[config.mk]
export PLATFORM = sky130hd
export DESIGN_NAME = dmac_evt_buffer
export DESIGN_NICKNAME = d
export VERILOG_FILES = /design/src/rtl/dmac_evt_buffer.sv
export SDC_FILE = /design/constraint.sdc
export NUM_CORES = 1
export LEC_CHECK = 0
export ABC_CLOCK_PERIOD_IN_PS = 2350
export CORE_MARGIN = 2
export CORE_UTILIZATION = 50
export DETAILED_ROUTE_END_ITERATION = 16
export GPL_TIMING_DRIVEN = 0
export HOLD_SLACK_MARGIN = 0.03
export PLACE_DENSITY = 0.91
export RECOVER_POWER = 50
export REMOVE_ABC_BUFFERS = 1
export SLEW_MARGIN = 20
export SYNTH_ARGS = -nofsm -noshare
export SYNTH_HDL_FRONTEND = slang
export SYNTH_SLANG_ARGS = --single-unit
[constraint.sdc]
create_clock -name clk_i -period 2.35 [get_ports clk_i]
set_input_delay 0.3525 -clock clk_i [delete_from_list [all_inputs] [get_ports clk_i]]
set_output_delay 0.3525 -clock clk_i [all_outputs]
set_load 0.03 [all_outputs]
[src/rtl/dmac_evt_buffer.sv]
// Per-target DMA termination event buffer: saturating pending-event counters
// with valid/ready drain, sticky overflow, registered irq pulses and idle flag.
module dmac_evt_buffer #(
  parameter int NB_CORES  = 8,
  parameter int CNT_WIDTH = 3,
  localparam int NB_TGT   = NB_CORES + 2
) (
  input  logic              clk_i,
  input  logic              rst_ni,
  input  logic [NB_TGT-1:0] term_evt_i,
  input  logic [NB_TGT-1:0] term_irq_i,
  input  logic              dma_busy_i,
  output logic [NB_TGT-1:0] evt_valid_o,
  input  logic [NB_TGT-1:0] evt_ready_i,
  output logic [NB_TGT-1:0] irq_o,
  output logic [NB_TGT-1:0] ovf_o,
  input  logic [NB_TGT-1:0] clr_i,
  output logic              idle_o
);

  localparam logic [CNT_WIDTH-1:0] CNT_MAX = '1;
  localparam logic [CNT_WIDTH-1:0] CNT_ONE = {{(CNT_WIDTH-1){1'b0}}, 1'b1};

  logic [NB_TGT-1:0][CNT_WIDTH-1:0] r_cnt;
  logic [NB_TGT-1:0][CNT_WIDTH-1:0] w_cnt_nxt;
  logic [NB_TGT-1:0]                r_ovf;
  logic [NB_TGT-1:0]                w_ovf_nxt;
  logic [NB_TGT-1:0]                r_irq;
  logic [NB_TGT-1:0]                w_hs;
  logic                             r_idle;
  logic                             w_all_zero;

  // Handshake: per target, an event transfers on a cycle where evt_valid_o[t]
  // and evt_ready_i[t] are both high; valid depends only on the counter
  // register and never on ready, and it stays high until the transfer.
  always_comb begin
    evt_valid_o = '0;
    w_all_zero  = 1'b1;
    for (int t = 0; t < NB_TGT; t++) begin
      evt_valid_o[t] = (r_cnt[t] != '0);
      if (r_cnt[t] != '0) w_all_zero = 1'b0;
    end
  end

  assign w_hs = evt_valid_o & evt_ready_i;

  // Clear wins over everything; a pulse at the saturated value is dropped
  // and recorded in the sticky overflow flag.
  always_comb begin
    w_cnt_nxt = r_cnt;
    w_ovf_nxt = r_ovf;
    for (int t = 0; t < NB_TGT; t++) begin
      if (clr_i[t]) begin
        w_cnt_nxt[t] = '0;
        w_ovf_nxt[t] = 1'b0;
      end else if (term_evt_i[t] && !w_hs[t]) begin
        if (r_cnt[t] == CNT_MAX) w_ovf_nxt[t] = 1'b1;
        else                     w_cnt_nxt[t] = r_cnt[t] + CNT_ONE;
      end else if (w_hs[t] && !term_evt_i[t]) begin
        w_cnt_nxt[t] = r_cnt[t] - CNT_ONE;
      end
    end
  end

  always_ff @(posedge clk_i or negedge rst_ni) begin
    if (!rst_ni) begin
      r_cnt  <= '0;
      r_ovf  <= '0;
      r_irq  <= '0;
      r_idle <= 1'b0;
    end else begin
      r_cnt  <= w_cnt_nxt;
      r_ovf  <= w_ovf_nxt;
      r_irq  <= term_irq_i;
      r_idle <= !dma_busy_i && w_all_zero;
    end
  end

  assign irq_o  = r_irq;
  assign ovf_o  = r_ovf;
  assign idle_o = r_idle;

endmodule

==> flow_summary_export.csv <==
group,metric,value,unit
global_route,grt_max_degree,52,
yosys,ys_top_cells_by_count,"dfrtp_1, nor2_1, inv_1",
timing,max_freq,433,MHz
yosys,synth_most_common_cell,"dfrtp_1",
cts,htree_levels,2,
timing,fin_skew,0.00622,ns
floorplanning,start_util,51.6,%
worst_setup_path,cp-end-kind,"register",
yosys,ys_warn_count,0,
worst_setup_path,cp_top_family,"buffers and inverters",
cts,cts_buffer_depth,2,
worst_setup_path,crit_cells,7,
cts,cts_tree,"yes",
worst_setup_path,crit_end,"r_cnt[2]$_DFFE_PN0P_",
yosys,ys.flop_type,"dfrtp_1",
worst_setup_path,startpoint_type,"input port",
global_route,met3_usage,3.48,%
yosys,synth_cell_type_count,33,
worst_setup_path,crit_type,"input port to register",
final_layout,antenna_cells,0,
routing,routedWlPerCell,14.9,um
final_layout,final_area,0.00402,mm2
timing,setup_viol,0,
cts,clkTransAtPathRegs,0.09,ns
min_path,hp-class,"input port to async pin",
routing,drt.antenna.violating_nets,0,
global_route,use_met2,36.2,%
run_status,status,"completed",
global_route,grt_pass1_wl,11700,um
yosys,synth-seq-cells,51,
cts,cts_num_sinks,51,
final_layout,final_layout_size_suffix_gt1_share,5.58,%
worst_setup_path,slowest_delay,0.54,ns
yosys,syn_inst,325,
yosys,synth_top_area_share,41.7,%
floorplanning,core-area,0.00592,mm2
placed_design,dp_hpwl,5470,um
timing,finalHoldViolCount,0,
timing,fin_crit,2.31,ns
worst_setup_path,cp.required,2.54,ns
global_route,grt-ovfl-total,0,
yosys,synthTopCellsByArea,"dfrtp_1, fa_1, nor2_1",
yosys,syn_area,0.00306,mm2
global_route,grt_usage,22.4,%
timing,whs,0.305,ns
routing,viasPerCell,5.81,
worst_setup_path,reg2reg_slack,0.12,ns
cts,hold_buffers,0,
yosys,synth_edf_count,0,
timing,worst_pin_slew,1.26,ns
worst_setup_path,regToRegEndpoint,"r_cnt[17]$_DFFE_PN0P_",
worst_setup_path,cp_cell_sequence,"clkdlybuf4s50_1 > o31a_1 > nor2_1 > fa_1 > or3_1 > a211oi_2 > mux2_1",
final_layout,utilization,67.9,%
final_layout,area_delta_synth_final,31.5,%
worst_setup_path,worst_path_max_delay_cell,"clkdlybuf4s50_1",
placed_design,io_buffers,73,
yosys,async_reset_ff_share,100,%
floorplanning,rows,28,
global_route,grt_use_met1,29.4,%
yosys,synth_area_per_cell,9.41,um2
timing,period_share,98.2,%
placed_design,place.gp.congestion,0.873,
power_and_ir_drop,power.leakage,1.73,nW
worst_setup_path,r2r-start,"r_cnt[16]$_DFFE_PN0P_",
cts,clk_latency,0.30,ns
cts,cts_inserted_buffers,5,
worst_setup_path,ff2ff_path_depth,6,
worst_setup_path,cp-startpoint,"evt_ready_i[0]",
global_route,busiest_layer,"met2",
power_and_ir_drop,powerDensity,879,mW/mm2
timing,worst_slack,0.0425,ns
final_layout,nNetsFinal,465,
floorplanning,die_x,82.2,um
cts,clock-root-buffer,"clkbuf_8",
power_and_ir_drop,vdd_drop_max,0.489,mV
job,maxCapViolations,0,
yosys,synth_area_leader_cell,"dfrtp_1",
routing,drt_pass1_iterations,4,
routing,drt-total-wl,7260,um
floorplanning,io-pin-count,74,
routing,drc,0,
global_route,grt_antenna_before_repair,0,
power_and_ir_drop,design_power_total,0.00354,W
routing,drt-initial-drc-count,233,
timing,maxSlewHeadroom,16.2,%
timing,maxSlewViolCount,0,
routing,vias,2830,
worst_setup_path,path_max_fanout,4,
yosys,ys_seq_area_share,41.7,%
worst_setup_path,cp.arrival,2.49,ns
placed_design,dpl_cell_area,0.00388,mm2
global_route,grt_pass1_vias,2725,
placed_design,place_ws,-0.287,ns
worst_setup_path,cp_num_buf_inv,1,
floorplanning,dieArea,0.00676,mm2
floorplanning,die_y,82.2,um
-- metal layers --
metal	wire length [um]	part of all wire, %	vias to the layer above
li1	-	-	1358
met1	3160	44	1349
met2	3570	49	100
met3	324	4.5	23
met4	201	2.8	0
met5	0	0	-
-- sequential cells by signal, indices dropped and copies added (netlist names) --
name and cells:
idle_o 1, irq_o 10, ovf_o 10, r_cnt 30
-- worst reg2reg max path, cell delays in order (launching register included) --
cell and delay, ns:
dfrtp_1 0.47, o31a_1 0.24, nor2_1 0.10, fa_1 0.38, or3_1 0.37, a211oi_2 0.23, mux2_1 0.34
-- power breakdown --
part	switching, W	internal [W]	leakage [nW]
combinational	0.000933	0.000775	1.02
sequential	0.000269	0.00105	0.659
clock	0.000277	0.000232	0.0470
-- stage by stage --
stage | TNS [ns] | cells
floorplan | 0 | 325
global route | -0.0225 | 487
global placement | -32.58 | 473
detailed placement | -1.98 | 473
CTS | 0 | 480
finish | 0 | 487
-- cell usage in the layout (no fill, tap or decap), types with 3 or more instances in the layout --
master and instances:
a211o_1 4, a211oi_1 8, a211oi_2 7, a21oi_1 26
a311oi_1 4, a41oi_1 10, and2_1 3, buf_4 7
clkbuf_8 6, clkdlybuf4s50_1 60, dfrtp_1 51, dlygate4sd3_1 10
fa_1 10, inv_1 37, mux2_1 12, nand2_1 8
nand3_1 7, nand3b_1 7, nor2_1 39, nor2b_1 8
nor3_1 11, nor4_1 4, o211a_1 3, o21ai_0 16
o21ai_1 5, o31a_1 7, o31ai_1 3, or2_1 6
or3_1 16
-- repair_timing --
| item | CTS | global route |
|---|---|---|
| hold endpoints to repair | 0 | 0 |
| resized for setup | 0 | 2 |
| setup buffers | 0 | 7 |
| endpoints found under the setup margin | 0 | 7 |
-- worst min-delay path by stage --
stage	from	cells past startpoint	end	slack [ns]
floorplan	rst_ni	0	idle_o$_DFF_PN0_	0.06
global placement	ovf_o[6]$_DFFE_PN0P_	2	ovf_o[6]$_DFFE_PN0P_	0.48
detailed placement	rst_ni	1	irq_o[2]$_DFF_PN0_	0.43
CTS	rst_ni	1	irq_o[2]$_DFF_PN0_	0.1
global route	rst_ni	1	irq_o[2]$_DFF_PN0_	0.45
finish	rst_ni	1	irq_o[2]$_DFF_PN0_	0.31
-- cell type report --
type / instances / area (um2)
clock buffers: 6 / 82.6
clock inverters: 1 / 5.00
fillers: 459 / 1900
inverters: 37 / 139
multi-input cells: 237 / 1640
flip-flops and latches: 51 / 1280
well taps: 75 / 93.8
repair buffers: 80 / 783
-- cell families after synthesis --
family,synth area share (%)
AND/OR/NAND/NOR,19.2
multiplexers,4.42
buffers and inverters,4.54
AO/OA/AOI/OAI,23.6
flip-flops,41.7
adder cells (fa/ha/maj),6.55
(Power assumes the default switching activity.)
